**src/rtl/othello_pkg.sv**
```systemverilog
// rtl/othello_pkg.sv - shared othello drawing types and screen geometry
// Purpose: coordinate widths, plothelper select codes and plot scheduler states.
// Ports: none (package).
package othello_pkg;

  localparam int X_W = 8;  // 160-pixel wide screen
  localparam int Y_W = 7;  // 120-pixel tall screen

  typedef enum logic [1:0] {
    SEL_EMPTY  = 2'b00,
    SEL_BLACK  = 2'b01,
    SEL_WHITE  = 2'b10,
    SEL_CURSOR = 2'b11
  } select_t;

  typedef enum logic [1:0] {
    IDLE,
    DRAW,
    ACK
  } sched_state_t;

endpackage

```
**src/rtl/rr_arbiter.sv**
```systemverilog
// rtl/rr_arbiter.sv - combinational round-robin request picker
// Purpose: first requester at or after pointer, wrapping modulo NUM_REQ.
// Ports:
//   req       in  NUM_REQ  request vector
//   pointer   in  IDX_W    index with highest priority this round
//   grant     out NUM_REQ  one-hot winner (all zero when no request)
//   grant_idx out IDX_W    encoded winner index
//   valid     out 1        at least one request present
module rr_arbiter #(
  parameter int NUM_REQ = 3,
  parameter int IDX_W   = (NUM_REQ > 1) ? $clog2(NUM_REQ) : 1
) (
  input  logic [NUM_REQ-1:0] req,
  input  logic [IDX_W-1:0]   pointer,
  output logic [NUM_REQ-1:0] grant,
  output logic [IDX_W-1:0]   grant_idx,
  output logic               valid
);

  always_comb begin
    logic [IDX_W-1:0] cand;
    grant     = '0;
    grant_idx = '0;
    valid     = 1'b0;
    cand      = '0;
    // Walk offsets 0..NUM_REQ-1 from the pointer; the first hit wins.
    for (int off = 0; off < NUM_REQ; off++) begin
      cand = IDX_W'((int'(pointer) + off) % NUM_REQ);
      if (!valid && req[cand]) begin
        valid       = 1'b1;
        grant[cand] = 1'b1;
        grant_idx   = cand;
      end
    end
  end

endmodule

```
**src/rtl/plot_scheduler.sv**
```systemverilog
// rtl/plot_scheduler.sv - round-robin sharing of the plothelper cell-draw port
// Purpose: grants one cell-draw job at a time, holds plot_en for CELL_CYCLES,
//          then pulses ack to the job owner.
// Ports:
//   clock, reset            clock and synchronous active-high reset
//   req                     per-requester job request, held until ack
//   x_req, y_req, sel_req   flattened per-requester payload lanes
//   ack                     one-cycle completion pulse to the owner
//   plot_en, x_plot, y_plot, select   plothelper drive
//   busy                    job in progress (DRAW or ACK)
//   owner                   current or last granted requester
module plot_scheduler #(
  parameter int NUM_REQ     = 3,
  parameter int X_W         = othello_pkg::X_W,
  parameter int Y_W         = othello_pkg::Y_W,
  parameter int CELL_CYCLES = 256
) (
  input  logic                   clock,
  input  logic                   reset,
  input  logic [NUM_REQ-1:0]     req,
  input  logic [NUM_REQ*X_W-1:0] x_req,
  input  logic [NUM_REQ*Y_W-1:0] y_req,
  input  logic [NUM_REQ*2-1:0]   sel_req,
  output logic [NUM_REQ-1:0]     ack,
  output logic                   plot_en,
  output logic [X_W-1:0]         x_plot,
  output logic [Y_W-1:0]         y_plot,
  output logic [1:0]             select,
  output logic                   busy,
  output logic [1:0]             owner
);

  import othello_pkg::*;

  localparam int CW = (CELL_CYCLES > 1) ? $clog2(CELL_CYCLES) : 1;

  sched_state_t       state;
  logic [CW-1:0]      count;
  logic [1:0]         pointer;

  logic [NUM_REQ-1:0] grant;
  logic [1:0]         grant_idx;
  logic               grant_valid;
  logic [X_W-1:0]     win_x;
  logic [Y_W-1:0]     win_y;
  logic [1:0]         win_sel;

  rr_arbiter #(
    .NUM_REQ (NUM_REQ),
    .IDX_W   (2)
  ) u_arb (
    .req       (req),
    .pointer   (pointer),
    .grant     (grant),
    .grant_idx (grant_idx),
    .valid     (grant_valid)
  );

  // Winner's payload lanes, muxed by the one-hot grant.
  always_comb begin
    win_x   = '0;
    win_y   = '0;
    win_sel = '0;
    for (int i = 0; i < NUM_REQ; i++) begin
      if (grant[i]) begin
        win_x   = x_req[i*X_W +: X_W];
        win_y   = y_req[i*Y_W +: Y_W];
        win_sel = sel_req[i*2 +: 2];
      end
    end
  end

  always_ff @(posedge clock) begin
    if (reset) begin
      state   <= IDLE;
      count   <= '0;
      pointer <= '0;
      plot_en <= 1'b0;
      ack     <= '0;
      busy    <= 1'b0;
      owner   <= '0;
      x_plot  <= '0;
      y_plot  <= '0;
      select  <= '0;
    end else begin
      case (state)
        IDLE: begin
          ack <= '0;
          if (grant_valid) begin
            x_plot  <= win_x;
            y_plot  <= win_y;
            select  <= win_sel;
            owner   <= grant_idx;
            plot_en <= 1'b1;
            busy    <= 1'b1;
            count   <= '0;
            pointer <= (grant_idx == 2'(NUM_REQ - 1)) ? 2'd0 : grant_idx + 2'd1;
            state   <= DRAW;
          end else begin
            plot_en <= 1'b0;
            busy    <= 1'b0;
          end
        end
        DRAW: begin
          count <= count + 1'b1;
          // Counter is 0 on the first enabled cycle, so CELL_CYCLES-1 is the last.
          if (count == CW'(CELL_CYCLES - 1)) begin
            plot_en    <= 1'b0;
            ack        <= '0;
            ack[owner] <= 1'b1;
            state      <= ACK;
          end
        end
        ACK: begin
          ack   <= '0;
          busy  <= 1'b0;
          state <= IDLE;
        end
        default: state <= IDLE;
      endcase
    end
  end

endmodule

```
**config.mk**
```make
export PLATFORM = sky130hd
export DESIGN_NAME = plot_scheduler
export DESIGN_NICKNAME = d
export VERILOG_FILES = /design/src/rtl/othello_pkg.sv /design/src/rtl/rr_arbiter.sv /design/src/rtl/plot_scheduler.sv
export SDC_FILE = /design/constraint.sdc
export NUM_CORES = 1
export LEC_CHECK = 0
export ABC_CLOCK_PERIOD_IN_PS = 2300
export CAP_MARGIN = 20
export CORE_MARGIN = 2
export CORE_UTILIZATION = 40
export DETAILED_ROUTE_END_ITERATION = 10
export PLACE_DENSITY_LB_ADDON = 0.1
export SETUP_SLACK_MARGIN = 0.1
export SLEW_MARGIN = 10
export SYNTH_ARGS = -nofsm -noshare
export SYNTH_HDL_FRONTEND = slang
export SYNTH_SLANG_ARGS = --single-unit
```
**constraint.sdc**
```tcl
create_clock -name clock -period 2.3 [get_ports clock]
set_input_delay 0.23 -clock clock [delete_from_list [all_inputs] [get_ports clock]]
set_output_delay 0.23 -clock clock [all_outputs]
set_load 0.01 [all_outputs]
```
==> results by stage, run 1 <==
Floorplan:
- The placeable core region is 5170 um2.
- 80 I/O pins were placed.
- The chip height is around 80 um.
- The width of the die is roughly 78 um.
- The floorplan die area is a little over 6000 um2.
- For this configuration, the core starts out at a cell density of 42.0%.
- In this run the core area contains 26 standard-cell rows.

CTS:
- The clock-pin slew of the registers on the worst-case setup and hold paths is roughly 0.070 ns.
- The number of hold buffers added after cts is 0.
- The clock tree from TritonCTS is built.
- The tree is rooted in a clkbuf_8.
- The number of clock buffers added by TritonCTS is 5.
- The total number of H-tree levels is 2.
- The number of buffers on the longest clock path is 2.
- The clock latency reported for the late side of the worst-skew pair is roughly 0.29 ns.
- The count of clock tree sinks is 36.

Power:
- The switching share of power is approximately two fifths.
- The analysis attributes to cell leakage a power of approximately 1.2 nW.
- In this run the power density over the cells is about 1200 nW/um2.
- The internal power of the cells totals around 2.3 mW.
- The worst IR drop on VDD is approximately 520 uV.
- The clock group share of total power is 14.0%.
- For this design the total switching power over the nets is between 1.5 and 2 mW.
- The logic gate share of total power is around three fifths.
- The part of the total power dissipated in sequential elements is 24.6%.

Logic synthesis:
- After synthesis, the largest area contributor takes up 33.2% of total cell area.
- Among all flip-flop cells after synthesis, the most frequent one is dfxtp_1.
- The number of distinct library cells after synthesis is 45.
- The number of instances in the synthesized netlist is 259.
- The count of warnings emitted by yosys is 0.
- Of all cell types, the one taking the most synthesized area is dfxtp_1.
- The post-synthesis async set-or-reset flop share is 0%.
- The count of flip-flops with a built-in enable after synthesis is 0.
- The sequential cell area fraction in the yosys report is between 30% and 40%.
- Ranked by total cell area, the synthesized netlist is headed by dfxtp_1 33%, a21boi_0 12%, a31oi_1 10%, o22ai_1 5.2%, a21oi_1 4.1%.
- Summing every instance area after synthesis gives roughly 2200 um2.
- The synthesized area divided by synthesized cell count is around 8.4 um2.
- The number of nets handed over by synthesis was 320.
- The number of flip-flops and latches in the synthesized netlist is 36.

Timing:
- The setup slack after layout is between 0.2 and 0.25 ns.
- The aggregate negative setup slack is 0 ns.
- Setup repair after global routing left no endpoint under its margin.
- For the final database, setup skew stands at approximately 0.0054 ns.
- The count of final max-slew check failures is 0.
- Headroom to the max-slew limit came out at between 60% and 70%.
- Based on the critical path, the design can be clocked at up to approximately 0.48 GHz.
- At the pin with the least slew margin, the transition time is ~0.56 ns.
- The number of endpoints with negative hold slack in the final report is 0.
- After layout, the worst path uses between 90 and 100% of the clock period.
- The time the worst path needs with I/O delays and setup is 2.10 ns.
- The final setup violation count is 0.

Detailed routing:
- The average via count per standard cell is 5.64.
- After detailed routing, the average wire length per cell comes to ~16 um.
- The final layout contains routed wiring with a total length of roughly 6500 um.
- The number of nets still failing antenna checks after routing is 0.
- After detailed routing, the number of remaining DRC violations is 0.
- The first-iteration detailed-routing DRC count is 113.
- The total vias in the final route is roughly 2300.
- The number of optimization iterations in the first detailed-route pass is 5.

Final layout:
- The final-layout fill cell count is ~450.
- Leaving out fill and tap cells, the most frequent cell in the layout is clkdlybuf4s50_1.
- The post-synthesis to final-layout area growth is 52.7%.
- The combined area of the multi-input logic cells is 1410 um2.
- The number of antenna repair diodes is 0.
- The fraction of final layout cells sized beyond drive strength 1 is 15.8%.
- Registers take 728 um2.
- The net count of the finished layout is around 400.
- Summing all non-filler instances in the final layout gives an area of 3310 um2.
- The post-route core utilization is between 60 and 70%.
- Leaving out fill and tap cells, the most frequent cells in the layout are 79 x clkdlybuf4s50_1, 34 x dfxtp_1, 31 x a31oi_1, 30 x a21boi_0, 18 x a21oi_1.

Run status:
- The run finished with clean final reports.

Place:
- The post-place setup slack is -0.0193 ns.
- The routability congestion estimate is roughly 0.84.
- The post-detailed-placement half-perimeter wirelength is ~4500 um.
- The number of I/O port buffers is 79.
- The placement-stage cell area is just over 3000 um2.

Worst setup path:
- Walking the worst path, the cells encountered are inv_2, ha_4, buf_4, a22o_1, a211o_1, a21o_4, and2_4, a31oi_2, o22ai_2.
- The slowest stage of the critical path is the dfxtp_4 cell.
- The critical path launch point type is a register.
- The highest fanout seen on the critical path is 10.
- Data on the critical path is required at its endpoint by roughly 2.5 ns.
- The kind of end point of the critical path is a register.
- The critical path is of the register to register type.
- STA puts the critical path data arrival time at around 2.3 ns.
- The number of buffer and inverter stages on the critical path is 2.
- Among cell families on the critical path, the largest total delay comes from compound AO/OA/AOI/OAI gates.
- In this design, the stage delay of the slowest critical-path cell is 0.38 ns.

Hold path:
- The tightest min-delay check is of the register to register type.

Global route:
- The overall routing resource usage is roughly 22%.
- Entering global routing, the biggest net connects 37 pins.
- The number of antenna violations at the first check in global routing is 0.
- The remaining global-route overflow is 0.
- The wire length of the first global-routing pass is between 10000 and 15000 um.
- The via count of the first global-routing pass was roughly 2300.

Flow run:
- Max-cap violations in this run came to 0.
-- power groups by stage --
| stage | logic [mW] | clock network [mW] | registers [mW] |
|---|---|---|---|
| after detailed placement | 2.11 | 0 | 0.961 |
| after floorplan | 1.30 | 0 | 1.03 |
| final | 2.40 | 0.548 | 0.962 |
| after global routing | 2.60 | 0.592 | 0.992 |
| after CTS | 2.24 | 0.560 | 0.955 |
| after global placement | 2.11 | 0 | 0.957 |
-- what timing repair did --
item                       4_1_cts  5_1_grt
gates resized for setup          6       22
setup endpoints to repair       17       23
gates cloned                     0        1
setup buffers                    1        2
pin swaps                        1        2
-- cells in the mapped netlist, types with 2 or more instances --
library cell	count
o21a_1	2
nor2b_1	3
buf_6	6
clkbuf_1	11
ha_1	5
or3_1	2
inv_1	5
or3b_2	2
nand3b_1	3
dfxtp_1	36
a21o_1	2
o21ai_0	7
and3_1	3
a21boi_0	34
nand2b_1	2
a21oi_1	18
nor3_1	3
a211o_1	2
o22ai_1	18
nor2_1	8
nand3_1	8
nand2_1	15
mux2i_1	2
buf_2	5
a31oi_1	36
a311oi_1	2
-- cell families (layout without fill, tap and decap cells) --
| kind of cell | count (synthesis) | in the layout | synth area share (%) |
|---|---|---|---|
| flops | 36 | 36 | 33.2 |
| buf+inv | 28 | 110 | 7.20 |
| simple gates | 57 | 58 | 14.2 |
| mux | 4 | 4 | 2.07 |
| compound gates | 129 | 129 | 40.5 |
| fa+ha+maj | 5 | 5 | 2.88 |
-- sequential cells by signal (all words and copies together) (netlist names) --
| register | cells |
|---|---|
| plot_en | 1 |
| pointer | 2 |
| x_plot | 8 |
| state | 2 |
| busy | 1 |
| count | 8 |
| select | 2 |
| y_plot | 7 |
| owner | 2 |
| ack | 3 |
-- metrics by stage --
| step | std cells | power, mW | hold slack, ns |
|---|---|---|---|
| after global placement | 400 | 3.06 | 0.453 |
| final | 412 | 3.91 | 0.465 |
| after global routing | 412 | 4.19 | 0.510 |
| after floorplan | 259 | 2.33 | 0.378 |
| after detailed placement | 400 | 3.07 | 0.455 |
| after CTS | 409 | 3.75 | 0.466 |
-- layer usage --
| layer | up-vias | part of all wire (%) | track usage, % | wire, um |
|---|---|---|---|---|
| met1 | 1076 | 43 | 27.6 | 2790 |
| met3 | 11 | 8.0 | 7.21 | 521 |
| met4 | 0 | 1.6 | 7.50 | 104 |
| li1 | 1148 | - | - | - |
| met5 | - | 0 | 0 | 0 |
| met2 | 89 | 48 | 35.9 | 3100 |
-- cell type report --
| type | count | area share (%) |
|---|---|---|
| Clock inverter | 2 | 1.06 |
| Sequential cell | 36 | 22.0 |
| Tap cell | 70 | 2.64 |
| Multi-Input combinational cell | 196 | 42.7 |
| Timing Repair Buffer | 97 | 28.9 |
| Clock buffer | 6 | 2.19 |
| Inverter | 5 | 0.566 |
-- worst paths after layout --
path                                  from         to  slack [ns]  depth (start not counted)
worst max register to register  pointer[1]  x_plot[4]        0.20                          9
worst min-delay path                  busy       busy        0.47                          2
worst min register to register        busy       busy        0.47                          2
worst max-delay path            pointer[1]  x_plot[4]        0.20                          9
-- tightest hold or removal path, stage by stage (launching register included) --
cell and delay (ns):
dfxtp_1 0.31, nand2_1 0.06, a21oi_1 0.05
Power figures use the tool's default switching activity.
==> run 2, diff against run 1 <==
SLEW_MARGIN = 20   (was 10)
==> results of run 2 <==
Same layout as run 1: the final DEF is identical, and so are final timing and power.
==> run 3, diff against run 2 <==
GPL_TIMING_DRIVEN = 0   (was not set)
SKIP_LAST_GASP = 1   (was not set)
SYNTH_HIERARCHICAL = 1   (was not set)
==> results by stage, run 3 <==
Run status:
- Outcome: complete, but fails checks (was completed).
- The checks that failed: setup timing.

Hold path:
- The critical hold path startpoint was reset (was busy).
- The worst min-delay path category is input pin to register (was register to register).

Floorplan:
- The placeable core region is 5200 um2 (was 5170 um2).
- The chip height came to 78.0 um (was 77.7 um).
- The number of standard-cell rows in the floorplan is 26 (unchanged).
- The floorplan die area came to 6080 um2 (was 6030 um2).
- The number of primary I/O pins is 80 (unchanged).
- The width of the die is 78.0 um (was 77.7 um).
- The initial standard-cell utilization of the core is 42.0% (about the same).

Timing:
- The number of endpoints with negative hold slack in the final report came to 0 (unchanged).
- The fmax is 0.425 GHz (was 0.477 GHz).
- The slew at the pin with the worst max-slew slack was 0.709 ns (was 0.565 ns).
- The final setup violation count is 14 (was 0).
- The aggregate negative setup slack came to -0.440 ns (was 0 ns).
- The part of the cycle the worst path needs is 102% (was 91.2%).
- The worst clock skew came to 0.00598 ns (was 0.00535 ns).
- RSZ-0062 raised after global routing: yes (was no).
- The time the worst path needs with I/O delays and setup is 2.35 ns (was 2.10 ns).
- The remaining max-slew budget at the tightest pin is 52.3% (was 62.3%).
- The count of final max-slew check failures came to 0 (unchanged).
- The setup slack after layout is -0.0519 ns (was 0.202 ns).

Power:
- The power density over cell area is 1360 nW/um2 (was 1180 nW/um2).
- The worst IR drop on VDD is 656 uV (was 525 uV).
- The overall power after layout was 4.71 mW (was 3.91 mW).
- The leakage power of the design is 1.32 nW (was 1.15 nW).

Detailed routing:
- The average via count per standard cell came to 5.32 (was 5.64).
- The post-detailed-route DRC marker count came to 0 (unchanged).
- The total wire length came to 6680 um (was 6520 um).
- The mean routed wirelength per cell came to 14.8 um (was 15.8 um).
- The first-iteration detailed-routing DRC count was 105 (was 113).
- The number of nets still failing antenna checks after routing is 0 (unchanged).
- The total vias in the final route is 2405 (was 2324).
- The number of optimization iterations in the first detailed-route pass is 4 (was 5).

Logic synthesis:
- The primary flip-flop cell chosen by synthesis mapping was dfxtp_1 (unchanged).
- The post-synthesis cell type with the largest combined area was dfxtp_1 (unchanged).
- The number of flip-flops and latches in the synthesized netlist came to 36 (unchanged).
- Leading post-synthesis cells by cell area: dfxtp_1 33%, a21oi_1 11%, a221o_1 7.8%, nand2_1 6.9%, nand3b_1 6.5% (was dfxtp_1 33%, a21boi_0 12%, a31oi_1 10%, o22ai_1 5.2%, a21oi_1 4.1%).
- The number of distinct library cells after synthesis is 44 (was 45).
- By instance count, the leading cell after synthesis is a21oi_1.
- The combined area of all synthesized cells came to 2190 um2 (was 2170 um2).
- The count of flip-flops with a built-in enable after synthesis is 0 (unchanged).
- The number of instances in the synthesized netlist is 282 (was 259).
- Top cells by instance count after synthesis: 49 x a21oi_1, 40 x nand2_1, 36 x dfxtp_1 (was 36 x a31oi_1, 36 x dfxtp_1, 34 x a21boi_0).
- The count of warnings emitted by yosys is 6 (was 0).
- The post-synthesis async set-or-reset flop share came to 0% (unchanged).
- The area share of the largest cell type after synthesis is 32.9% (was 33.2%).
- The sequential cell area fraction in the yosys report is 32.9% (was 33.2%).
- The post-synth net total came to 343 (was 320).
- The synthesized area divided by synthesized cell count is 7.76 um2 (was 8.38 um2).

Place:
- The placed instance count came to 430 (was 400).
- The routability congestion estimate is 0.857 (was 0.835).
- The post-detailed-placement half-perimeter wirelength was 4770 um (was 4530 um).
- The number of I/O port buffers is 78 (was 79).

Final layout:
- The final layout net count was 443 (was 402).
- The area used by sequential logic in the layout was 728 um2 (unchanged).
- The final-layout fill cell count is 456 (was 452).
- Most frequent cells in the layout: 78 x clkdlybuf4s50_1, 46 x a21oi_1, 38 x nand2_1, 34 x dfxtp_1, 21 x inv_1 (was 79 x clkdlybuf4s50_1, 34 x dfxtp_1, 31 x a31oi_1, 30 x a21boi_0, 18 x a21oi_1).
- The most common cell after layout, fill and taps aside is clkdlybuf4s50_1 (unchanged).
- The post-synthesis to final-layout area growth came to 58.8% (was 52.7%).
- The number of antenna repair diodes is 0 (unchanged).
- The fraction of final layout cells sized beyond drive strength 1 is 17.5% (was 15.8%).
- The final cell count without fillers was 452 (was 412).
- The combined area of the multi-input logic cells is 1380 um2 (was 1410 um2).
- Biggest regs: count: 8 flops, x_plot: 8 flops, y_plot: 7 flops (unchanged).

Worst setup path:
- The data required time of the critical path is 2.47 ns (was 2.46 ns).
- The endpoint arrival time on the critical path was 2.52 ns (was 2.26 ns).
- The critical path startpoint is pointer[1] (unchanged).
- The kind of end point of the critical path is a register (unchanged).
- The critical path launch point type is a register (unchanged).
- Cells traversed along the worst timing path: inv_4, ha_4, mux2i_4, o22a_4, o21ai_4, or3b_4, buf_8, buf_4, and3_4, mux2_2 (was inv_2, ha_4, buf_4, a22o_1, a211o_1, a21o_4, and2_4, a31oi_2, o22ai_2).
- The delay contributed by the slowest stage of the critical path came to 0.41 ns (was 0.38 ns).
- The highest fanout seen on the critical path was 7 (was 10).
- The slowest library cell on the worst path was or3b_4 (was dfxtp_4).
- The launch instance of the worst register-to-register path is pointer[1] (unchanged).
- The startpoint-to-endpoint class of the critical path is register to register (unchanged).

Global route:
- The via count of the first global-routing pass is 2216 (was 2315).
- The wire length of the first global-routing pass is 10700 um (was 10800 um).
- The number of antenna violations at the first check in global routing is 0 (unchanged).
- The largest net degree at the start of global routing is 11 (was 37).
- The remaining global-route overflow is 0 (unchanged).
- The overall routing resource usage is 21.6% (was 22.2%).

CTS:
- The root buffer selected by CTS is clkbuf_8 (unchanged).
- The count of clock tree sinks came to 36 (unchanged).
- The clock latency reported for the late side of the worst-skew pair is 0.28 ns (was 0.29 ns).
- The total number of H-tree levels is 2 (unchanged).
- The TritonCTS buffer count is 5 (unchanged).
- The clock-pin slew of the registers on the worst-case setup and hold paths is 0.07 ns (about the same).
- The clock tree from TritonCTS is built (unchanged).
- The number of buffers on the longest clock path was 2 (unchanged).

Flow run:
- The count of max-cap constraint violations is 0 (unchanged).
run 3: cell types whose count changed in the layout (fill, tap and decap cells not counted), moves of 16 or more:
cell,previous run,this run
a21boi_0,30,0
a31oi_1,31,1
inv_1,3,21
a221o_1,0,17
nand2_1,15,38
a21oi_1,18,46
nand3b_1,3,19
run 3: power by group:
part / switching, mW / internal, mW
sequential: 0.134 / 0.826
clock: 0.206 / 0.206
combinational: 1.58 / 1.76
run 3: final timing paths:
path	to	cells past startpoint	slack, ns
max	count[5]	10	-0.05
min	count[7]	3	0.39
max reg2reg	count[5]	10	-0.05
min reg2reg	y_plot[1]	2	0.45
run 3: metal layers:
layer | part of all wire, % | vias to the layer above | track usage, %
li1 | - | 1208 | -
met1 | 46 | 1095 | 29.9
met2 | 47 | 98 | 34.8
met3 | 6.1 | 4 | 4.19
met4 | 0.72 | 0 | 4.74
met5 | 0 | - | 0
run 3: cell families after synthesis:
kind of cell,synth area share [%]
AOI/OAI and AO/OA,27.3
adders and majority gates,2.86
DFF,32.9
and+or+nand+nor,24.0
muxes,3.49
buffers and inverters,9.43
run 3: through the flow:
step / cell area [um2] / utilization [%] / hold WS [ns] / setup WS (ns)
floorplan: 2220 / - / 0.458 / 0.0623
global placement: 3090 / 59.4 / 0.439 / -0.301
detailed placement: 3090 / 59.4 / 0.449 / -0.387
CTS: 3440 / 66.1 / 0.390 / -0.0132
global route: 3480 / 66.8 / 0.444 / -0.115
finish: 3480 / 66.8 / 0.395 / -0.0519
run 3: what timing repair did:
action / CTS / global route
buffers inserted: 12 / 2
pin swaps: 7 / 6
gates cloned: 2 / 0
setup endpoints to repair: 29 / 25
hold buffers: 0 / 0
resized for setup: 41 / 10
run 3: area by class of cell:
cell class	instances	area share (%)
Buffer	22	4.97
Clock buffer	6	2.09
Sequential cell	36	21.0
Inverter	23	2.56
Multi-Input combinational cell	200	39.7
Timing Repair Buffer	94	27.1
Clock inverter	1	0.144
Tap cell	70	2.52
run 3: worst max-delay path: cells and delay by family (launching register included):
kind	cells	cell delay, ns
AO/OA/AOI/OAI	2	0.36
adder cells (fa/ha/maj)	1	0.18
buffers and inverters	3	0.33
flip-flops	1	0.38
multiplexers	2	0.45
AND/OR/NAND/NOR	2	0.55
